==> src/rtl/alu_reservation_station.sv <==
// rtl/alu_reservation_station.sv - age-ordered operand-collecting issue queue feeding the integer ALU
// Optional CDB-to-issue bypass: define ALU_RS_WAKEUP_BYPASS_EN.
module alu_reservation_station #(
  parameter int DATA_WIDTH = 64,
  parameter int TAG_WIDTH  = 4,
  parameter int DEPTH      = 4
) (
  input  logic                         clk,
  input  logic                         rst,
  input  logic                         flush,
  input  logic                         disp_valid,
  output logic                         disp_ready,
  input  logic [TAG_WIDTH-1:0]         disp_tag,
  input  logic [DATA_WIDTH-1:0]        disp_lhs,
  input  logic [DATA_WIDTH-1:0]        disp_rhs,
  input  logic                         disp_lhs_valid,
  input  logic                         disp_rhs_valid,
  input  logic [TAG_WIDTH-1:0]         disp_lhs_tag,
  input  logic [TAG_WIDTH-1:0]         disp_rhs_tag,
  input  logic                         disp_uses_imm,
  input  logic [2:0]                   disp_funct3,
  input  logic [6:0]                   disp_funct7,
  input  logic                         cdb_valid,
  input  logic [TAG_WIDTH-1:0]         cdb_tag,
  input  logic [DATA_WIDTH-1:0]        cdb_data,
  output logic                         issue_valid,
  input  logic                         issue_ready,
  output logic [DATA_WIDTH-1:0]        issue_lhs,
  output logic [DATA_WIDTH-1:0]        issue_rhs,
  output logic                         issue_lhs_valid,
  output logic                         issue_rhs_valid,
  output logic                         issue_uses_imm,
  output logic [2:0]                   issue_funct3,
  output logic [6:0]                   issue_funct7,
  output logic [TAG_WIDTH-1:0]         issue_tag,
  output logic [$clog2(DEPTH+1)-1:0]   count
);

  localparam int CW = $clog2(DEPTH + 1);
  localparam int IW = $clog2(DEPTH);

  typedef struct packed {
    logic                  busy;
    logic [DATA_WIDTH-1:0] lhs;
    logic [DATA_WIDTH-1:0] rhs;
    logic                  lv;
    logic                  rv;
    logic [TAG_WIDTH-1:0]  ltag;
    logic [TAG_WIDTH-1:0]  rtag;
    logic                  imm;
    logic [2:0]            f3;
    logic [6:0]            f7;
    logic [TAG_WIDTH-1:0]  dtag;
  } entry_t;

  entry_t         ent_q [DEPTH];
  entry_t         ent_w [DEPTH];
  entry_t         ent_s [DEPTH];
  entry_t         ent_d [DEPTH];
  entry_t         disp_e;
  entry_t         sel_e;
  logic [CW-1:0]  count_q;
  logic [CW-1:0]  count_d;
  logic [CW-1:0]  survivors;
  logic [IW-1:0]  sel;
  logic           any_elig;
  logic           issue_fire;
  logic           disp_fire;

  // Capture a broadcast result into any still-pending operand of a live entry.
  function automatic entry_t wake(input entry_t e, input logic cv,
                                  input logic [TAG_WIDTH-1:0] ct,
                                  input logic [DATA_WIDTH-1:0] cd);
    entry_t r;
    r = e;
    if (e.busy && cv && !e.lv && e.ltag == ct) begin
      r.lhs = cd;
      r.lv  = 1'b1;
    end
    if (e.busy && cv && !e.rv && e.rtag == ct) begin
      r.rhs = cd;
      r.rv  = 1'b1;
    end
    return r;
  endfunction

  always_comb begin
    disp_e      = '0;
    disp_e.busy = 1'b1;
    disp_e.lhs  = disp_lhs;
    disp_e.rhs  = disp_rhs;
    disp_e.lv   = disp_lhs_valid;
    disp_e.rv   = disp_rhs_valid;
    disp_e.ltag = disp_lhs_tag;
    disp_e.rtag = disp_rhs_tag;
    disp_e.imm  = disp_uses_imm;
    disp_e.f3   = disp_funct3;
    disp_e.f7   = disp_funct7;
    disp_e.dtag = disp_tag;
    disp_e      = wake(disp_e, cdb_valid, cdb_tag, cdb_data);
  end

  always_comb begin
    for (int i = 0; i < DEPTH; i++) begin
      ent_w[i] = wake(ent_q[i], cdb_valid, cdb_tag, cdb_data);
`ifdef ALU_RS_WAKEUP_BYPASS_EN
      ent_s[i] = ent_w[i];
`else
      ent_s[i] = ent_q[i];
`endif
    end
  end

  // Oldest eligible entry wins; scan from youngest so the lowest index sticks.
  always_comb begin
    sel      = '0;
    any_elig = 1'b0;
    for (int i = DEPTH - 1; i >= 0; i--) begin
      if (ent_s[i].busy && ent_s[i].lv && ent_s[i].rv) begin
        sel      = IW'(i);
        any_elig = 1'b1;
      end
    end
  end

  always_comb begin
    sel_e = '0;
    if (any_elig) sel_e = ent_s[sel];
  end

  assign issue_valid     = any_elig;
  assign issue_lhs       = sel_e.lhs;
  assign issue_rhs       = sel_e.rhs;
  assign issue_lhs_valid = any_elig;
  assign issue_rhs_valid = any_elig;
  assign issue_uses_imm  = sel_e.imm;
  assign issue_funct3    = sel_e.f3;
  assign issue_funct7    = sel_e.f7;
  assign issue_tag       = sel_e.dtag;

  assign disp_ready = (count_q < CW'(DEPTH));
  assign count      = count_q;
  assign issue_fire = any_elig && issue_ready && !flush;
  assign disp_fire  = disp_valid && disp_ready && !flush;
  assign survivors  = count_q - CW'(issue_fire);

  // Compact over the issued slot, then append the dispatched op behind the survivors.
  always_comb begin
    for (int i = 0; i < DEPTH; i++) begin
      ent_d[i] = '0;
      if (issue_fire && i >= int'(sel)) begin
        if (i + 1 < DEPTH) ent_d[i] = ent_w[(i + 1) % DEPTH];
      end else begin
        ent_d[i] = ent_w[i];
      end
      if (disp_fire && CW'(i) == survivors) ent_d[i] = disp_e;
    end
    count_d = count_q + CW'(disp_fire) - CW'(issue_fire);
    if (flush) begin
      for (int i = 0; i < DEPTH; i++) ent_d[i] = '0;
      count_d = '0;
    end
  end

  always_ff @(posedge clk) begin
    if (rst) begin
      for (int i = 0; i < DEPTH; i++) ent_q[i] <= '0;
      count_q <= '0;
    end else begin
      for (int i = 0; i < DEPTH; i++) ent_q[i] <= ent_d[i];
      count_q <= count_d;
    end
  end

endmodule

==> config.mk <==
export PLATFORM = sky130hd
export DESIGN_NAME = alu_reservation_station
export DESIGN_NICKNAME = d
export VERILOG_FILES = /design/src/rtl/alu_reservation_station.sv
export SDC_FILE = /design/constraint.sdc
export NUM_CORES = 2
export LEC_CHECK = 0
export ABC_CLOCK_PERIOD_IN_PS = 4500
export BUFFER_PORTS_ARGS = -buffer_cell sky130_fd_sc_hd__buf_2
export CORE_ASPECT_RATIO = 1.5
export CORE_MARGIN = 5
export CORE_UTILIZATION = 44
export CTS_CLUSTER_DIAMETER = 120
export DETAILED_ROUTE_END_ITERATION = 12
export PLACE_DENSITY = 0.66
export SLEW_MARGIN = 20
export SYNTH_ARGS = -nofsm -noshare
export SYNTH_HDL_FRONTEND = slang
export SYNTH_SLANG_ARGS = --single-unit
==> constraint.sdc <==
create_clock -name clk -period 4.5 [get_ports clk]
set_input_delay 0.9 -clock clk [delete_from_list [all_inputs] [get_ports clk]]
set_output_delay 0.9 -clock clk [all_outputs]
set_load 0.1 [all_outputs]
==> run summary <==
The clock transition at the registers of the reported paths is 0.06 ns. The slew at the pin closest to its max-slew limit came out at 1.05 ns. For the post-layout net count, the log shows 4727.

Part of the cycle the worst path needs: 0.988. Dividing the detail-routed wire length by the instance count gives 26.5 µm. The floorplan has 131 rows. The sequential share of the synthesized area came out at 0.329. The number of top-level pins was 377; the final weighted congestion in routability-driven placement was 0.848. Power density normalized to cell area: 278 nW/µm².

The primary flip-flop cell chosen by synthesis mapping is sky130_fd_sc_hd__dfxtp_1. After detailed routing, the number of remaining DRC violations is 0. The tools report the number of detailed-routing iterations run before antenna repair as 6.

The via density per instance is 6.78. In this run the worst hold path is classified as reg2reg. The tools report the effective utilization at floorplan as 0.443.

The mean instance size in the synthesized netlist works out to 8.38 µm². The category of the worst setup path launch point is a flip-flop. The maximum clock frequency was 0.225 GHz; the growth of design area from synthesis to finish was 16.5%.

The tightest slew margin relative to the limit is 0.297. The run finished with clean final reports. The synthesized netlist contains 63 unique library cells. In this design, the stage delay of the slowest critical-path cell is 0.52 ns. Post-synthesis cell area: 37700 µm². The first global-routing pass estimated 229000 µm of wire. The final period demand of the worst path came out at 4.45 ns. The most frequent cell on the critical path was sky130_fd_sc_hd__buf_12. The area share of the leading cell type in the synthesized netlist came out at 0.329. Adding up every negative setup slack in the final design gives 0 ns. The detail route stage leaves a number of antenna-violating nets equal to 0.

Setup repair after global routing left no endpoint under its margin. The number of buffers and inverters on the critical path is 3. The tools report the cell at the root of the clock tree as sky130_fd_sc_hd__clkbuf_16.

Startpoint of the worst register-to-register path: ent_q[0][24]$_SDFF_PP0_. In this run the number of cells on the critical path is 7. The number of global-route vias before repair is 37700. Global routing usage summed across all routing layers: 0.310. The post-place setup slack came out at 0.578 ns. The run gives 3 as the buffer depth of the longest clock path.

The worst register-to-register path has a depth of 14. The maximum clock skew at final layout is 0.0156 ns, and the deepest level of the CTS H-tree is 3. The tools report the element type at the critical path end as an output pin.

Worst setup path endpoint: issue_lhs[53]. The setup check on the worst reg-to-reg path leaves a slack of 0.66 ns. TritonCTS built the clock tree. Max-cap violations in this run came to 0. The sink count of the clock tree is 619, and the count of flip-flops with a built-in enable after synthesis is 0.

After the first detailed-routing iteration, the DRC count stood at 3850. Summed over all instances, the cell type with the most area after synthesis is sky130_fd_sc_hd__dfxtp_1. The kind of cell adding the most delay to the critical path was buffers and inverters. The post-synthesis register bit count was 619. The worst hold path begins at ent_q[0][81]$_SDFFE_PP0P_. The signal on the critical path passes through nand3_1 -> a211oi_4 -> buf_12 -> buf_12 -> mux2i_1 -> a211oi_2 -> buf_2. Port buffering added 376 buffers. Entering global routing, the biggest net connects 139 pins.

The logs give 0 for the count of final hold-check violations and 3.55 ns for the worst endpoint data arrival time. The die span in x was 249 µm; the area of the core was 85100 µm². Synthesis handed over a netlist of 4495 instances.

Sorting the synthesized cells by how often they occur yields 619 x sky130_fd_sc_hd__dfxtp_1, 504 x sky130_fd_sc_hd__o21ai_0, 467 x sky130_fd_sc_hd__mux2i_1, 383 x sky130_fd_sc_hd__o221ai_1, 345 x sky130_fd_sc_hd__clkbuf_1. Origin of the worst setup path: ent_q[3][153]$_SDFFE_PP0P_. When the netlist entered floorplanning its net count stood at 4727.

The clock reaches the later pin of the worst-skew pair after 0.62 ns. The minimum setup slack in the final design is 0.0518 ns, and the final setup violation count is 0. The total length of routed wires was 151000 µm; the detailed placer's ending HPWL was 88600 µm. For the worst setup path, the data required time is 3.60 ns.

Counting instances, the worst hold path has a depth of 2. Max-slew violation count: 0. Sorting the synthesized cells by area gives the leading types as sky130_fd_sc_hd__dfxtp_1 33%, sky130_fd_sc_hd__mux2i_1 12%, sky130_fd_sc_hd__o221ai_1 8.9%, sky130_fd_sc_hd__o21ai_0 6.7%, sky130_fd_sc_hd__a211oi_1 6.2%. The total clock buffers created by CTS was 66. Async set-or-reset flop fraction in the synthesized netlist: 0. The vertical die dimension was 368 µm; the worst-path maximum fanout was 94.

In this run the critical register-to-register path is captured at ent_q[0][42]$_SDFFE_PP0P_. The most instantiated library cell after synthesis is sky130_fd_sc_hd__dfxtp_1. After global routing the overflow that remains totals 0. The die covers 91700 µm². By startpoint and endpoint, the worst setup path is classified as reg2out. The initial antenna violation count came out at 18. The finished layout holds 5678 standard cells, fillers aside. The slowest stage of the critical path is the sky130_fd_sc_hd__buf_2 cell. The final core utilization is 0.516, and the count of placed standard cells including taps is 5557. The number of post-CTS setup repair buffers was 0; the post-cts gate resize count was 0. For this run, the number of Yosys warnings is 0. The tools report the vias after detailed routing as 38500.

For this design the static power due to leakage is 16.5 nW. VDD sags by at most 0.232 mV. Buffers inserted to repair hold after CTS numbered 0. The share of post-route cells with drive strength above 1 came out at 0.171.
==> area by class of cell <==
class                   instances  area, µm²
clock inverters                13        149
diodes                          9       22.5
clock buffers                  99       2010
inverters                      12       45.0
flip-flops and latches        619      12400
fillers                      7960      41200
repair buffers                482       4270
well taps                    1130       1410
multi-input cells            3314      23600
==> kinds of logic (layout without fill, tap and decap cells) <==
kind of cell	Yosys count	after routing	share of synthesized area
xor+xnor	42	42	0.00977
other cells	0	9	0
flops	619	619	0.329
compound gates	1787	1787	0.329
mux	468	468	0.124
fa+ha+maj	5	5	0.00186
buf+inv	562	606	0.0707
simple gates	1012	1012	0.135
==> per-layer routing <==
| layer | track usage | share of wire | vias to the layer above |
|---|---|---|---|
| met2 | 0.511 | 0.46 | 2287 |
| met1 | 0.387 | 0.39 | 18700 |
| met3 | 0.0549 | 0.095 | 515 |
| met5 | 0 | 0.00053 | - |
| li1 | - | - | 17000 |
| met4 | 0.162 | 0.053 | 14 |
==> worst min-delay path: cells and delay by family (launching register included) <==
family           cells  cell delay (ns)
AO/OA/AOI/OAI        1             0.05
flip-flops           1             0.32
AND/OR/NAND/NOR      1             0.05
==> through the flow <==
stage	hold slack, ns	cell area (µm²)	power (mW)
2_1_floorplan	0.425	38400	6.20
3_3_place_gp	0.435	41700	6.60
3_5_place_dp	0.438	41700	6.61
4_1_cts	0.454	43800	12.2
5_1_grt	0.477	43900	12.5
6_report	0.454	43900	12.2
==> registers in the layout, indices dropped and copies added (netlist names) <==
register	count
ent_q	616
count	3
==> how the worst min path moves through the flow <==
| stage | slack, ns | endpoint |
|---|---|---|
| final | 0.45 | ent_q[0][81]$_SDFFE_PP0P_ |
| after global routing | 0.48 | ent_q[0][84]$_SDFFE_PP0P_ |
| after CTS | 0.45 | ent_q[0][133]$_SDFFE_PP0P_ |
| after detailed placement | 0.44 | ent_q[0][76]$_SDFFE_PP0P_ |
| after global placement | 0.43 | ent_q[0][54]$_SDFFE_PP0P_ |
| after floorplan | 0.42 | ent_q[0][100]$_SDFFE_PP0P_ |
==> where the power goes <==
part / switching [mW] / internal [mW] / leakage (nW)
combinational: 0.711 / 0.267 / 10.4
sequential: 0.0213 / 5.52 / 4.99
clock: 2.40 / 3.26 / 1.06
total: 3.13 / 9.04 / 16.5
==> cell usage in the layout (no fill, tap or decap), types with 59 or more instances in the layout <==
| master | instances |
|---|---|
| sky130_fd_sc_hd__buf_4 | 59 |
| sky130_fd_sc_hd__and3_1 | 260 |
| sky130_fd_sc_hd__buf_2 | 309 |
| sky130_fd_sc_hd__a21oi_1 | 138 |
| sky130_fd_sc_hd__nand2_1 | 236 |
| sky130_fd_sc_hd__nand3_1 | 90 |
| sky130_fd_sc_hd__o21ai_0 | 504 |
| sky130_fd_sc_hd__o221ai_1 | 383 |
| sky130_fd_sc_hd__a21o_1 | 81 |
| sky130_fd_sc_hd__buf_12 | 114 |
| sky130_fd_sc_hd__dfxtp_1 | 619 |
| sky130_fd_sc_hd__a21boi_0 | 257 |
| sky130_fd_sc_hd__clkbuf_16 | 71 |
| sky130_fd_sc_hd__nor2b_1 | 144 |
| sky130_fd_sc_hd__a211oi_1 | 168 |
| sky130_fd_sc_hd__a211oi_2 | 143 |
| sky130_fd_sc_hd__nor2_1 | 228 |
| sky130_fd_sc_hd__mux2i_1 | 467 |
Power figures use the tool's default switching activity.
